==> src/rtl/link_pkg.sv <==
// Shared definitions for the link order arbiter and link_top: opcodes,
// arbiter FSM states and default operand widths.
package link_pkg;

    localparam int DEF_NUM_REQ     = 4;
    localparam int DEF_ADDR_WIDTH  = 16;
    localparam int DEF_DATA_WIDTH  = 16;
    localparam int DEF_TABLE_WIDTH = 8;

    typedef enum logic [1:0] {
        APPE = 2'b00,
        DELE = 2'b01,
        CHAG = 2'b10,
        READ = 2'b11
    } op_t;

    typedef enum logic [1:0] {
        IDLE     = 2'b00,
        ISSUE    = 2'b01,
        WAIT_RSP = 2'b10
    } state_t;

    // Only READ returns data from link_top, so only READ needs a response phase.
    function automatic logic op_has_rsp(input op_t op);
        return (op == READ);
    endfunction

endpackage

==> src/rtl/link_order_arb_if.sv <==
// Bundle of requester-side, response-side and link_top-side signals of the
// order arbiter. The arbiter uses the slave view; requesters and link_top
// together form the master view.
interface link_order_arb_if
    import link_pkg::*;
#(
    parameter int NUM_REQ     = DEF_NUM_REQ,
    parameter int ADDR_WIDTH  = DEF_ADDR_WIDTH,
    parameter int DATA_WIDTH  = DEF_DATA_WIDTH,
    parameter int TABLE_WIDTH = DEF_TABLE_WIDTH
) ();

    // requester command side, requester 0 in the LSBs
    logic [NUM_REQ-1:0]             req_valid;
    logic [NUM_REQ-1:0]             req_busy;
    logic [NUM_REQ*2-1:0]           req_type;
    logic [NUM_REQ*TABLE_WIDTH-1:0] req_table;
    logic [NUM_REQ*ADDR_WIDTH-1:0]  req_node;
    logic [NUM_REQ*DATA_WIDTH-1:0]  req_data;

    // requester response side
    logic [NUM_REQ-1:0]             rsp_valid;
    logic [NUM_REQ-1:0]             rsp_busy;
    logic [DATA_WIDTH-1:0]          rsp_data;

    // link_top command and READ result
    logic                           order_valid;
    logic [1:0]                     order_type;
    logic [TABLE_WIDTH-1:0]         order_table;
    logic [ADDR_WIDTH-1:0]          order_node;
    logic [DATA_WIDTH-1:0]          order_data;
    logic                           order_busy;
    logic                           dout_valid;
    logic [DATA_WIDTH-1:0]          dout_data;
    logic                           dout_busy;

    modport slave (
        input  req_valid, req_type, req_table, req_node, req_data,
        input  rsp_busy, order_busy, dout_valid, dout_data,
        output req_busy, rsp_valid, rsp_data,
        output order_valid, order_type, order_table, order_node, order_data,
        output dout_busy
    );

    modport master (
        output req_valid, req_type, req_table, req_node, req_data,
        output rsp_busy, order_busy, dout_valid, dout_data,
        input  req_busy, rsp_valid, rsp_data,
        input  order_valid, order_type, order_table, order_node, order_data,
        input  dout_busy
    );

endinterface

==> src/rtl/rr_arbiter.sv <==
// Combinational round-robin arbiter: grants the first asserted request at or
// after the priority pointer, wrapping modulo NUM_REQ.
module rr_arbiter #(
    parameter int NUM_REQ = 4,
    parameter int IDX_W   = 2
) (
    input  logic [NUM_REQ-1:0] req,
    input  logic [IDX_W-1:0]   ptr,
    output logic [NUM_REQ-1:0] grant,
    output logic [IDX_W-1:0]   idx,
    output logic               any
);

    logic [IDX_W-1:0] cand_s;

    // Scan requesters starting at ptr; the first hit wins.
    always_comb begin
        grant  = {NUM_REQ{1'b0}};
        idx    = {IDX_W{1'b0}};
        any    = 1'b0;
        cand_s = {IDX_W{1'b0}};
        for (int k = 0; k < NUM_REQ; k++) begin
            cand_s = IDX_W'((int'(ptr) + k) % NUM_REQ);
            if (!any && req[cand_s]) begin
                any           = 1'b1;
                grant[cand_s] = 1'b1;
                idx           = cand_s;
            end else begin
                any = any;
            end
        end
    end

endmodule

==> src/rtl/link_order_arb.sv <==
// Arbitrates NUM_REQ requesters onto the single link_top order port with
// one command outstanding at a time; READ data is routed back to its owner.
module link_order_arb
    import link_pkg::*;
#(
    parameter int NUM_REQ     = DEF_NUM_REQ,
    parameter int ADDR_WIDTH  = DEF_ADDR_WIDTH,
    parameter int DATA_WIDTH  = DEF_DATA_WIDTH,
    parameter int TABLE_WIDTH = DEF_TABLE_WIDTH
) (
    input  logic             clk,
    input  logic             rst,
    link_order_arb_if.slave  bus
);

    localparam int IDX_W = $clog2(NUM_REQ);

    state_t                 state_r, state_nxt_s;
    logic [IDX_W-1:0]       ptr_r, ptr_nxt_s;
    logic [IDX_W-1:0]       owner_r, owner_nxt_s;
    op_t                    type_r, type_nxt_s;
    logic [TABLE_WIDTH-1:0] table_r, table_nxt_s;
    logic [ADDR_WIDTH-1:0]  node_r, node_nxt_s;
    logic [DATA_WIDTH-1:0]  data_r, data_nxt_s;
    logic                   order_valid_r;

    logic [NUM_REQ-1:0]     grant_s;
    logic [IDX_W-1:0]       gidx_s;
    logic                   gany_s;

    logic [1:0]             sel_type_s;
    logic [TABLE_WIDTH-1:0] sel_table_s;
    logic [ADDR_WIDTH-1:0]  sel_node_s;
    logic [DATA_WIDTH-1:0]  sel_data_s;

    logic [NUM_REQ-1:0]     req_busy_s;
    logic [NUM_REQ-1:0]     rsp_valid_s;
    logic [DATA_WIDTH-1:0]  rsp_data_s;
    logic                   dout_busy_s;

    rr_arbiter #(
        .NUM_REQ (NUM_REQ),
        .IDX_W   (IDX_W)
    ) u_rr_arbiter (
        .req   (bus.req_valid),
        .ptr   (ptr_r),
        .grant (grant_s),
        .idx   (gidx_s),
        .any   (gany_s)
    );

    // One-hot AND-OR mux of the granted requester's operands.
    always_comb begin
        sel_type_s  = 2'b00;
        sel_table_s = {TABLE_WIDTH{1'b0}};
        sel_node_s  = {ADDR_WIDTH{1'b0}};
        sel_data_s  = {DATA_WIDTH{1'b0}};
        for (int i = 0; i < NUM_REQ; i++) begin
            sel_type_s  |= {2{grant_s[i]}} & bus.req_type[i*2 +: 2];
            sel_table_s |= {TABLE_WIDTH{grant_s[i]}} & bus.req_table[i*TABLE_WIDTH +: TABLE_WIDTH];
            sel_node_s  |= {ADDR_WIDTH{grant_s[i]}} & bus.req_node[i*ADDR_WIDTH +: ADDR_WIDTH];
            sel_data_s  |= {DATA_WIDTH{grant_s[i]}} & bus.req_data[i*DATA_WIDTH +: DATA_WIDTH];
        end
    end

    // Next-state logic: capture a granted command in IDLE, hold it through
    // ISSUE, and wait for the READ result to be handed to its owner.
    always_comb begin
        state_nxt_s = state_r;
        ptr_nxt_s   = ptr_r;
        owner_nxt_s = owner_r;
        type_nxt_s  = type_r;
        table_nxt_s = table_r;
        node_nxt_s  = node_r;
        data_nxt_s  = data_r;
        case (state_r)
            IDLE: begin
                if (gany_s) begin
                    state_nxt_s = ISSUE;
                    owner_nxt_s = gidx_s;
                    ptr_nxt_s   = (gidx_s == IDX_W'(NUM_REQ - 1)) ? {IDX_W{1'b0}}
                                                                  : gidx_s + IDX_W'(1);
                    type_nxt_s  = op_t'(sel_type_s);
                    table_nxt_s = sel_table_s;
                    node_nxt_s  = sel_node_s;
                    data_nxt_s  = sel_data_s;
                end else begin
                    state_nxt_s = IDLE;
                end
            end
            ISSUE: begin
                if (!bus.order_busy) begin
                    state_nxt_s = op_has_rsp(type_r) ? WAIT_RSP : IDLE;
                end else begin
                    state_nxt_s = ISSUE;
                end
            end
            WAIT_RSP: begin
                if (bus.dout_valid && !bus.rsp_busy[owner_r]) begin
                    state_nxt_s = IDLE;
                end else begin
                    state_nxt_s = WAIT_RSP;
                end
            end
            default: begin
                state_nxt_s = IDLE;
            end
        endcase
    end

    // Handshake outputs: grant stall in IDLE, response routing in WAIT_RSP.
    always_comb begin
        req_busy_s  = {NUM_REQ{1'b1}};
        rsp_valid_s = {NUM_REQ{1'b0}};
        rsp_data_s  = {DATA_WIDTH{1'b0}};
        dout_busy_s = 1'b0;
        case (state_r)
            IDLE: begin
                req_busy_s = ~grant_s;
            end
            ISSUE: begin
                req_busy_s = {NUM_REQ{1'b1}};
            end
            WAIT_RSP: begin
                for (int i = 0; i < NUM_REQ; i++) begin
                    rsp_valid_s[i] = bus.dout_valid & (owner_r == IDX_W'(i));
                end
                rsp_data_s  = bus.dout_data;
                dout_busy_s = bus.rsp_busy[owner_r];
            end
            default: begin
                req_busy_s = {NUM_REQ{1'b1}};
            end
        endcase
    end

    // State, pointer and registered command; reset abandons any command.
    always_ff @(posedge clk) begin
        if (rst) begin
            state_r       <= IDLE;
            ptr_r         <= {IDX_W{1'b0}};
            owner_r       <= {IDX_W{1'b0}};
            type_r        <= APPE;
            table_r       <= {TABLE_WIDTH{1'b0}};
            node_r        <= {ADDR_WIDTH{1'b0}};
            data_r        <= {DATA_WIDTH{1'b0}};
            order_valid_r <= 1'b0;
        end else begin
            state_r       <= state_nxt_s;
            ptr_r         <= ptr_nxt_s;
            owner_r       <= owner_nxt_s;
            type_r        <= type_nxt_s;
            table_r       <= table_nxt_s;
            node_r        <= node_nxt_s;
            data_r        <= data_nxt_s;
            order_valid_r <= (state_nxt_s == ISSUE);
        end
    end

    assign bus.req_busy    = req_busy_s;
    assign bus.rsp_valid   = rsp_valid_s;
    assign bus.rsp_data    = rsp_data_s;
    assign bus.dout_busy   = dout_busy_s;
    assign bus.order_valid = order_valid_r;
    assign bus.order_type  = type_r;
    assign bus.order_table = table_r;
    assign bus.order_node  = node_r;
    assign bus.order_data  = data_r;

endmodule

==> src/flat_wrapper.sv <==
// flat-port wrapper written by rule: the top's interface ports become plain ports
module link_order_arb_flat import link_pkg::*;
#(
    parameter int NUM_REQ     = DEF_NUM_REQ,
    parameter int ADDR_WIDTH  = DEF_ADDR_WIDTH,
    parameter int DATA_WIDTH  = DEF_DATA_WIDTH,
    parameter int TABLE_WIDTH = DEF_TABLE_WIDTH
)
  (clk, rst, bus_req_valid, bus_req_type, bus_req_table, bus_req_node, bus_req_data, bus_rsp_busy, bus_order_busy, bus_dout_valid, bus_dout_data, bus_req_busy, bus_rsp_valid, bus_rsp_data, bus_order_valid, bus_order_type, bus_order_table, bus_order_node, bus_order_data, bus_dout_busy);
  link_order_arb_if #(.NUM_REQ(NUM_REQ), .ADDR_WIDTH(ADDR_WIDTH), .DATA_WIDTH(DATA_WIDTH), .TABLE_WIDTH(TABLE_WIDTH)) bus_i ();
  input  logic clk;
  input  logic rst;
  input wire logic [$bits(bus_i.req_valid)-1:0] bus_req_valid;
  input wire logic [$bits(bus_i.req_type)-1:0] bus_req_type;
  input wire logic [$bits(bus_i.req_table)-1:0] bus_req_table;
  input wire logic [$bits(bus_i.req_node)-1:0] bus_req_node;
  input wire logic [$bits(bus_i.req_data)-1:0] bus_req_data;
  input wire logic [$bits(bus_i.rsp_busy)-1:0] bus_rsp_busy;
  input wire logic [$bits(bus_i.order_busy)-1:0] bus_order_busy;
  input wire logic [$bits(bus_i.dout_valid)-1:0] bus_dout_valid;
  input wire logic [$bits(bus_i.dout_data)-1:0] bus_dout_data;
  output wire logic [$bits(bus_i.req_busy)-1:0] bus_req_busy;
  output wire logic [$bits(bus_i.rsp_valid)-1:0] bus_rsp_valid;
  output wire logic [$bits(bus_i.rsp_data)-1:0] bus_rsp_data;
  output wire logic [$bits(bus_i.order_valid)-1:0] bus_order_valid;
  output wire logic [$bits(bus_i.order_type)-1:0] bus_order_type;
  output wire logic [$bits(bus_i.order_table)-1:0] bus_order_table;
  output wire logic [$bits(bus_i.order_node)-1:0] bus_order_node;
  output wire logic [$bits(bus_i.order_data)-1:0] bus_order_data;
  output wire logic [$bits(bus_i.dout_busy)-1:0] bus_dout_busy;
  assign bus_i.req_valid = bus_req_valid;
  assign bus_i.req_type = bus_req_type;
  assign bus_i.req_table = bus_req_table;
  assign bus_i.req_node = bus_req_node;
  assign bus_i.req_data = bus_req_data;
  assign bus_i.rsp_busy = bus_rsp_busy;
  assign bus_i.order_busy = bus_order_busy;
  assign bus_i.dout_valid = bus_dout_valid;
  assign bus_i.dout_data = bus_dout_data;
  assign bus_req_busy = bus_i.req_busy;
  assign bus_rsp_valid = bus_i.rsp_valid;
  assign bus_rsp_data = bus_i.rsp_data;
  assign bus_order_valid = bus_i.order_valid;
  assign bus_order_type = bus_i.order_type;
  assign bus_order_table = bus_i.order_table;
  assign bus_order_node = bus_i.order_node;
  assign bus_order_data = bus_i.order_data;
  assign bus_dout_busy = bus_i.dout_busy;
  link_order_arb #(.NUM_REQ(NUM_REQ), .ADDR_WIDTH(ADDR_WIDTH), .DATA_WIDTH(DATA_WIDTH), .TABLE_WIDTH(TABLE_WIDTH)) u_core (.clk(clk), .rst(rst), .bus(bus_i));
endmodule
==> config.mk <==
export PLATFORM = sky130hd
export DESIGN_NAME = link_order_arb_flat
export DESIGN_NICKNAME = d
export VERILOG_FILES = /design/src/rtl/link_pkg.sv /design/src/rtl/link_order_arb_if.sv /design/src/rtl/rr_arbiter.sv /design/src/rtl/link_order_arb.sv /design/src/flat_wrapper.sv
export SDC_FILE = /design/constraint.sdc
export NUM_CORES = 1
export LEC_CHECK = 0
export CORE_MARGIN = 2
export CORE_UTILIZATION = 35
export CTS_BUF_LIST = sky130_fd_sc_hd__clkbuf_2
export DETAILED_ROUTE_END_ITERATION = 6
export PLACE_DENSITY = 0.88
export SLEW_MARGIN = 30
export SYNTH_ARGS = -nofsm -noshare
export SYNTH_HDL_FRONTEND = slang
export SYNTH_SLANG_ARGS = --single-unit
export TNS_END_PERCENT = 10
==> constraint.sdc <==
create_clock -name clk -period 3.7 [get_ports clk]
set_clock_uncertainty 0.1 [all_clocks]
set_input_delay 0.37 -clock clk [delete_from_list [all_inputs] [get_ports clk]]
set_output_delay 0.37 -clock clk [all_outputs]
set_load 0.01 [all_outputs]
==> out/summary.log, run 1 <==
qor: place.port_buffers 263
qor: final_layout.nFillCells 776
qor: global_route.groute.usage.overall 0.270
qor: route.drt-pass1-iter-count 5
qor: sta.final.min_clock_period 3570 ps
qor: synthesis.syn_nets 562
qor: synthesis.postSynthAreaPerCell 9.78 µm²
qor: route.drt-wirelength-per-cell 20.7 µm
qor: clock_network.post_cts_hold_buffer_count 0
qor: synthesis.synth-async-reset-ratio 0
qor: min_path.holdCritPathClass in2reg
qor: min_path.min_path_cells 2
qor: die.initial_core_util 0.360
qor: final_layout.finish.utilization 0.664
qor: clock_network.clkLatencyLatePin 490 ps
qor: synthesis.yosys_register_bits 49
qor: sta.grt_setup_unrepaired no
qor: worst_setup_path.critPathMaxFanout 7
qor: sta.maxClockFrequency 280 MHz
qor: worst_setup_path.timing.rr.end u_core.bus.order_node[3]
qor: synthesis.synth_ff_type dfxtp_1
qor: final_layout.nets 810
qor: global_route.grt_pass1_vias 4,338
qor: clock_network.clkSlewWorstSetupHoldPaths 340 ps
qor: final_layout.layout-drive-gt1-share 0.145
qor: synthesis.synth.cell_area 3500 µm²
qor: power.cellLeakagePower 2.35 nW
qor: clock_network.cts_htree_levels 2
qor: final_layout.multi_input_area 2400 µm²
qor: worst_setup_path.critPathRequiredTime 3230 ps
qor: worst_setup_path.crit_path_end_kind output port
qor: synthesis.netlist.top_cell.by_area dfxtp_1
qor: worst_setup_path.rrSetupSlack 510 ps
qor: route.routed_wirelength 15,300 µm
qor: clock_network.tritoncts done
qor: synthesis.post-synth-top-area-fraction 0.280
qor: global_route.grt_pass1_wl 23,500 µm
qor: global_route.initial_antenna_violation_count 1
qor: route.route.antenna.remaining_nets 0
qor: power.power 3.74 mW
qor: power.vdd_ir_drop_max 0.377 mV
qor: die.width_of_the_chip 104 µm
qor: die.floorplan.io_pins 264
qor: route.post_drt_via_cell_ratio 5.78
qor: die.number_of_standard_cell_rows_in_the_floorplan 36
qor: sta.report.final.slew_viol_count 0
qor: route.remaining_drc_errors 0
qor: die.fp.coreArea 9730 µm²
qor: sta.whs 347 ps
qor: clock_network.clockRootBuffer clkbuf_2
qor: worst_setup_path.worst-setup-path-type reg2out
qor: power.power_per_cell_area 580 nW/µm²
qor: worst_setup_path.rr_worst_depth 8
qor: worst_setup_path.crit_path_start_kind register
qor: sta.fin_setup_tns 0 ps
qor: flow_run.maxCapViolCount 0
qor: sta.hold_vio_cnt_final 0
qor: global_route.grt_max_degree 46
qor: worst_setup_path.cp.arrival 3100 ps
qor: sta.max_slew.worst_pin.slew 904 ps
qor: sta.setup_viol 0
qor: die.total_die_area 10,800 µm²
qor: synthesis.number_of_standard_cells_after_synthesis 358
qor: synthesis.synth.distinct_cells 50
qor: min_path.worst_hold_startpoint bus_req_node[5]
qor: final_layout.final-seq-area 982 µm²
qor: synthesis.synth-edff-count 0
qor: synthesis.netlist_top_cells_area dfxtp_1 (28%), mux2_2 (14%), a221o_1 (12%)
qor: synthesis.synth-warning-count 0
qor: global_route.overflow 0
qor: route.detailedRoute.firstIterationViolations 278
qor: place.routabilityCongestion 0.932
qor: route.route.vias.total 4,281
qor: sta.worst_slew_margin_relative_to_its_limit 0.397
qor: final_layout.areaGrowthSynthToFinish 84.6%
qor: clock_network.max-clock-path-buffers 2
qor: min_path.worst_hold_path.endpoint u_core.bus.order_node[5]
qor: clock_network.cts-buffers-inserted 5
qor: die.floorplan.die.height 104 µm
qor: synthesis.synth_seq_area_share 0.280
qor: place.dp.final_hpwl 11,400 µm
qor: run_status.status finished, final reports clean
qor: clock_network.clock_sink_count 49
qor: sta.min_period_over_period 0.964
[cells by family (layout without fill, tap and decap cells)]
kind of cell | after synthesis | after routing | share of synthesized area
compound gates | 124 | 124 | 0.326
simple gates | 80 | 80 | 0.122
mux | 51 | 51 | 0.174
flops | 49 | 49 | 0.280
buf+inv | 45 | 294 | 0.0654
fa+ha+maj | 8 | 8 | 0.0286
xor+xnor | 1 | 1 | 0.00250
other cells | 0 | 1 | 0
[cell usage after synthesis (3+ instances only)]
cell type  number
dfxtp_1        49
mux2_2         44
a221o_1        42
a32o_1         41
and2_1         18
clkbuf_1       18
nor2_1         18
buf_2          12
nor3_1         12
nand2_1        10
ha_1            8
a211oi_1        6
buf_6           6
inv_1           6
nand2b_1        5
o21ai_0         5
o22ai_1         5
a21oi_1         4
and3_1          4
a2111oi_0       3
[layout make-up]
class	instances	area share
timing repair buffer	279	0.431
tap	133	0.0258
sequential	49	0.152
inverter	7	0.00407
clock buffer	5	0.00387
antenna	1	0.000387
multi-input combinational	264	0.372
clock inverter	3	0.0107
[critical path, cell delays in order, from the launching register on]
cell and delay, ps:
dfxtp_2 400, inv_2 100, ha_4 320, mux2_2 390, and3_1 220, a2111oi_4 370
nor2_2 100, a21o_1 160, nand2_1 60, clkdlybuf4s50_1 530
[timing repair]
item                                    4_1_cts  5_1_grt
pin swaps                                     0        2
setup buffers                                 0        1
gates resized for setup                       6        7
endpoints found under the setup margin        4        3
[per-layer routing]
metal	track usage	vias up	share of wire
li1	-	1953	-
met1	0.319	2049	0.39
met2	0.472	246	0.51
met3	0.0677	33	0.076
met4	0.100	0	0.028
met5	0	-	0
[sequential cells by signal, summed over array words and instances (netlist names), named ones only]
signal / flops
u_core.bus.order_data: 16
u_core.bus.order_valid: 1
u_core.owner_r: 2
u_core.bus.order_type: 2
u_core.bus.order_table: 8
u_core.state_r: 2
u_core.ptr_r: 1
u_core.bus.order_node: 16
[where the power goes]
part	internal (mW)	leakage [nW]	switching [mW]
registers	0.772	0.408	0.145
logic	1.32	1.89	1.12
clock network	0.184	0.0536	0.207
[through the flow]
step / instance area, µm² / instances / worst slack (ps)
floorplan: 3500 / 358 / 567
global placement: 6270 / 730 / 124
detailed placement: 6280 / 731 / 70.6
CTS: 6410 / 739 / 48.5
global route: 6460 / 741 / 5.84
finish: 6460 / 741 / 133
[cell usage in the layout (no fill, tap or decap), types with 3 or more instances in the layout]
cell             Yosys  final
clkdlybuf4s50_1      0    263
dfxtp_1             49     48
mux2_2              44     44
a221o_1             42     42
a32o_1              41     41
and2_1              18     18
nor2_1              18     16
buf_4                0     13
nor3_1              12     11
nand2_1             10     10
ha_1                 8      7
a211oi_1             6      6
inv_1                6      5
nand2b_1             5      5
clkbuf_2             0      5
o22ai_1              5      4
and3_1               4      4
o21ai_0              5      4
a21oi_1              4      4
a2111oi_4            0      3
o21ai_1              2      3
[worst max path at each step]
stage,start,endpoint,slack [ps],depth (start not counted)
floorplan,register,u_core.bus.order_data[0],570,11
global placement,bus_req_valid[0],u_core.bus.order_node[2],120,7
detailed placement,bus_req_valid[0],u_core.bus.order_node[8],70,7
CTS,register,bus_req_busy[3],50,9
global route,register,bus_req_busy[0],6,7
finish,register,bus_req_busy[3],130,9
(Power assumes the default switching activity.)
==> run 2: changes to the inputs <==
--- a/config.mk
+++ b/config.mk
@@ -10,6 +10,7 @@
 export CTS_BUF_LIST = sky130_fd_sc_hd__clkbuf_2
 export DETAILED_ROUTE_END_ITERATION = 6
 export PLACE_DENSITY = 0.88
+export SKIP_LAST_GASP = 1
 export SLEW_MARGIN = 30
 export SYNTH_ARGS = -nofsm -noshare
 export SYNTH_HDL_FRONTEND = slang
==> results of run 2 <==
No change in the layout: final DEF, timing and power equal those of run 1.
==> run 3: changes to the inputs <==
--- a/config.mk
+++ b/config.mk
@@ -7,7 +7,6 @@
 export LEC_CHECK = 0
 export CORE_MARGIN = 2
 export CORE_UTILIZATION = 35
-export CTS_BUF_LIST = sky130_fd_sc_hd__clkbuf_2
 export DETAILED_ROUTE_END_ITERATION = 6
 export PLACE_DENSITY = 0.88
 export SKIP_LAST_GASP = 1
==> out/summary.log, run 3 (synthesis results as in run 1) <==
qor: run_status.status finished, final reports clean
qor: sta.setup_viol 0
qor: worst_setup_path.critPathMaxFanout 9
qor: worst_setup_path.cp.arrival 3080 ps
qor: place.port_buffers 263
qor: clock_network.clkLatencyLatePin 310 ps
qor: worst_setup_path.critPathRequiredTime 3230 ps
qor: clock_network.cts_setup_buffers 0
qor: power.cellLeakagePower 2.36 nW
qor: final_layout.nets 809
qor: final_layout.fin_cells 740
qor: sta.report.final.slew_viol_count 0
qor: die.total_die_area 10,800 µm²
qor: clock_network.max-clock-path-buffers 2
qor: final_layout.final-seq-area 981 µm²
qor: die.floorplan.die.height 104 µm
qor: global_route.grt_pass1_wl 23,400 µm
qor: final_layout.areaGrowthSynthToFinish 84.1%
qor: place.pre_cts_ws 70.6 ps
qor: global_route.initial_antenna_violation_count 1
qor: sta.grt_setup_unrepaired no
qor: route.post_drt_via_cell_ratio 5.80
qor: route.drt-wirelength-per-cell 20.6 µm
qor: sta.final.min_clock_period 3550 ps
qor: final_layout.layout.cells.most_common clkdlybuf4s50_1
qor: power.vdd_ir_drop_max 0.382 mV
qor: sta.min_period_over_period 0.960
qor: route.remaining_drc_errors 0
qor: worst_setup_path.worst-setup-path-type in2out
qor: route.route.antenna.remaining_nets 0
qor: place.dp.final_hpwl 11,400 µm
qor: clock_network.cts-buffers-inserted 5
qor: die.fp.coreArea 9730 µm²
qor: clock_network.cts_htree_levels 2
qor: sta.fin_setup_tns 0 ps
qor: sta.hold_vio_cnt_final 0
qor: power.power.combinational.fraction 0.630
qor: worst_setup_path.buffers_inverters_on_critical_path 3
qor: power.power.internal 2.33 mW
qor: worst_setup_path.timing.critical_path.slowest_cell_delay 600 ps
qor: final_layout.nFillCells 774
qor: worst_setup_path.crit_path_end_kind output port
qor: die.floorplan.io_pins 264
qor: global_route.grt_max_degree 46
qor: power.p_sw 1.44 mW
qor: sta.worst_slew_margin_relative_to_its_limit 0.390
qor: final_layout.layout-drive-gt1-share 0.137
qor: sta.maxClockFrequency 281 MHz
qor: power.power.switching_fraction 0.382
qor: route.routed_wirelength 15,200 µm
qor: clock_network.clockRootBuffer clkbuf_8
qor: power.pwr-share-clk 0.126
qor: die.width_of_the_chip 104 µm
qor: global_route.grt_pass1_vias 4,325
qor: power.power_per_cell_area 584 nW/µm²
qor: worst_setup_path.path_delay_family buffers and inverters
qor: final_layout.finish.utilization 0.662
qor: worst_setup_path.crit_path_start_kind primary input
qor: clock_network.tritoncts done
qor: worst_setup_path.cp_cell_sequence clkdlybuf4s50_1 > buf_4 > mux2i_2 > mux2i_2 > a2111oi_2 > o2bb2ai_4 > nand2_1 > clkdlybuf4s50_1
qor: place.cells_after_dpl 731
qor: final_layout.most-common-layout-cells clkdlybuf4s50_1 (263), dfxtp_1 (49), mux2_2 (44)
qor: place.routabilityCongestion 0.932
qor: final_layout.multi_input_area 2350 µm²
qor: clock_network.clkSlewWorstSetupHoldPaths 100 ps
qor: sta.max_slew.worst_pin.slew 914 ps
qor: route.detailedRoute.firstIterationViolations 329
qor: clock_network.clock_sink_count 49
qor: power.seq_power_share 0.244
qor: sta.setup_slack 147 ps
qor: worst_setup_path.slowest_stage a2111oi_2
qor: flow_run.maxCapViolCount 0
qor: die.initial_core_util 0.360
qor: die.number_of_standard_cell_rows_in_the_floorplan 36
qor: route.route.vias.total 4,289
qor: global_route.overflow 0
qor: min_path.holdCritPathClass reg2reg
qor: route.drt-pass1-iter-count 6
qor: global_route.groute.usage.overall 0.268
[run 3: cell types whose count changed in the layout (fill, tap and decap cells not counted), moves of 3 or more]
cell / change
clkbuf_8: +5
a2111oi_2: +3
clkbuf_2: -5
a2111oi_4: -3
[run 3: power by group through the flow]
| stage | combinational [mW] | sequential [mW] | clock (mW) |
|---|---|---|---|
| CTS | 2.33 | 0.916 | 0.491 |
| floorplan | 1.17 | 1.01 | 0 |
| global placement | 2.26 | 0.915 | 0 |
| finish | 2.37 | 0.917 | 0.476 |
| detailed placement | 2.32 | 0.925 | 0 |
| global route | 2.52 | 0.943 | 0.508 |
[run 3: final cells by class]
cell class	instances	share of cell area
Inverter	7	0.00408
Timing Repair Buffer	278	0.431
Clock buffer	5	0.0107
Clock inverter	3	0.0107
Sequential cell	49	0.152
Multi-Input combinational cell	264	0.365
Tap cell	133	0.0258
Antenna cell	1	0.000388
[run 3: through the flow]
stage,hold WS (ps),power (mW),cell area (µm²)
CTS,415,3.74,6420
global route,424,3.97,6440
detailed placement,401,3.24,6280
finish,409,3.77,6440
floorplan,363,2.18,3500
global placement,391,3.18,6270
[run 3: per-layer routing]
metal | vias to the layer above | global-route usage | part of all wire
met4 | 0 | 0.0965 | 0.032
met5 | - | 0 | 0
met2 | 265 | 0.468 | 0.50
met3 | 36 | 0.0683 | 0.085
li1 | 1951 | - | -
met1 | 2037 | 0.316 | 0.38
[run 3: timing repair]
action                     in CTS  in global routing
setup endpoints to repair       0                 45
hold endpoints to repair        0                  0
resized for setup               0                  4
hold buffers                    0                  0
[run 3: worst min-delay path, stage by stage (launching register included)]
cell	delay, ps
dfxtp_1	320
nor2_1	100
a311oi_1	50
[run 3: path summary, 6_finish.rpt]
path	end	from	slack, ps	cells past startpoint
min reg2reg	u_core.bus.order_table[4]	u_core.bus.order_table[4]	410	2
max	bus_req_busy[2]	bus_req_valid[2]	150	8
min	u_core.bus.order_table[4]	u_core.bus.order_table[4]	410	2
max reg2reg	u_core.bus.order_data[5]	register	400	8
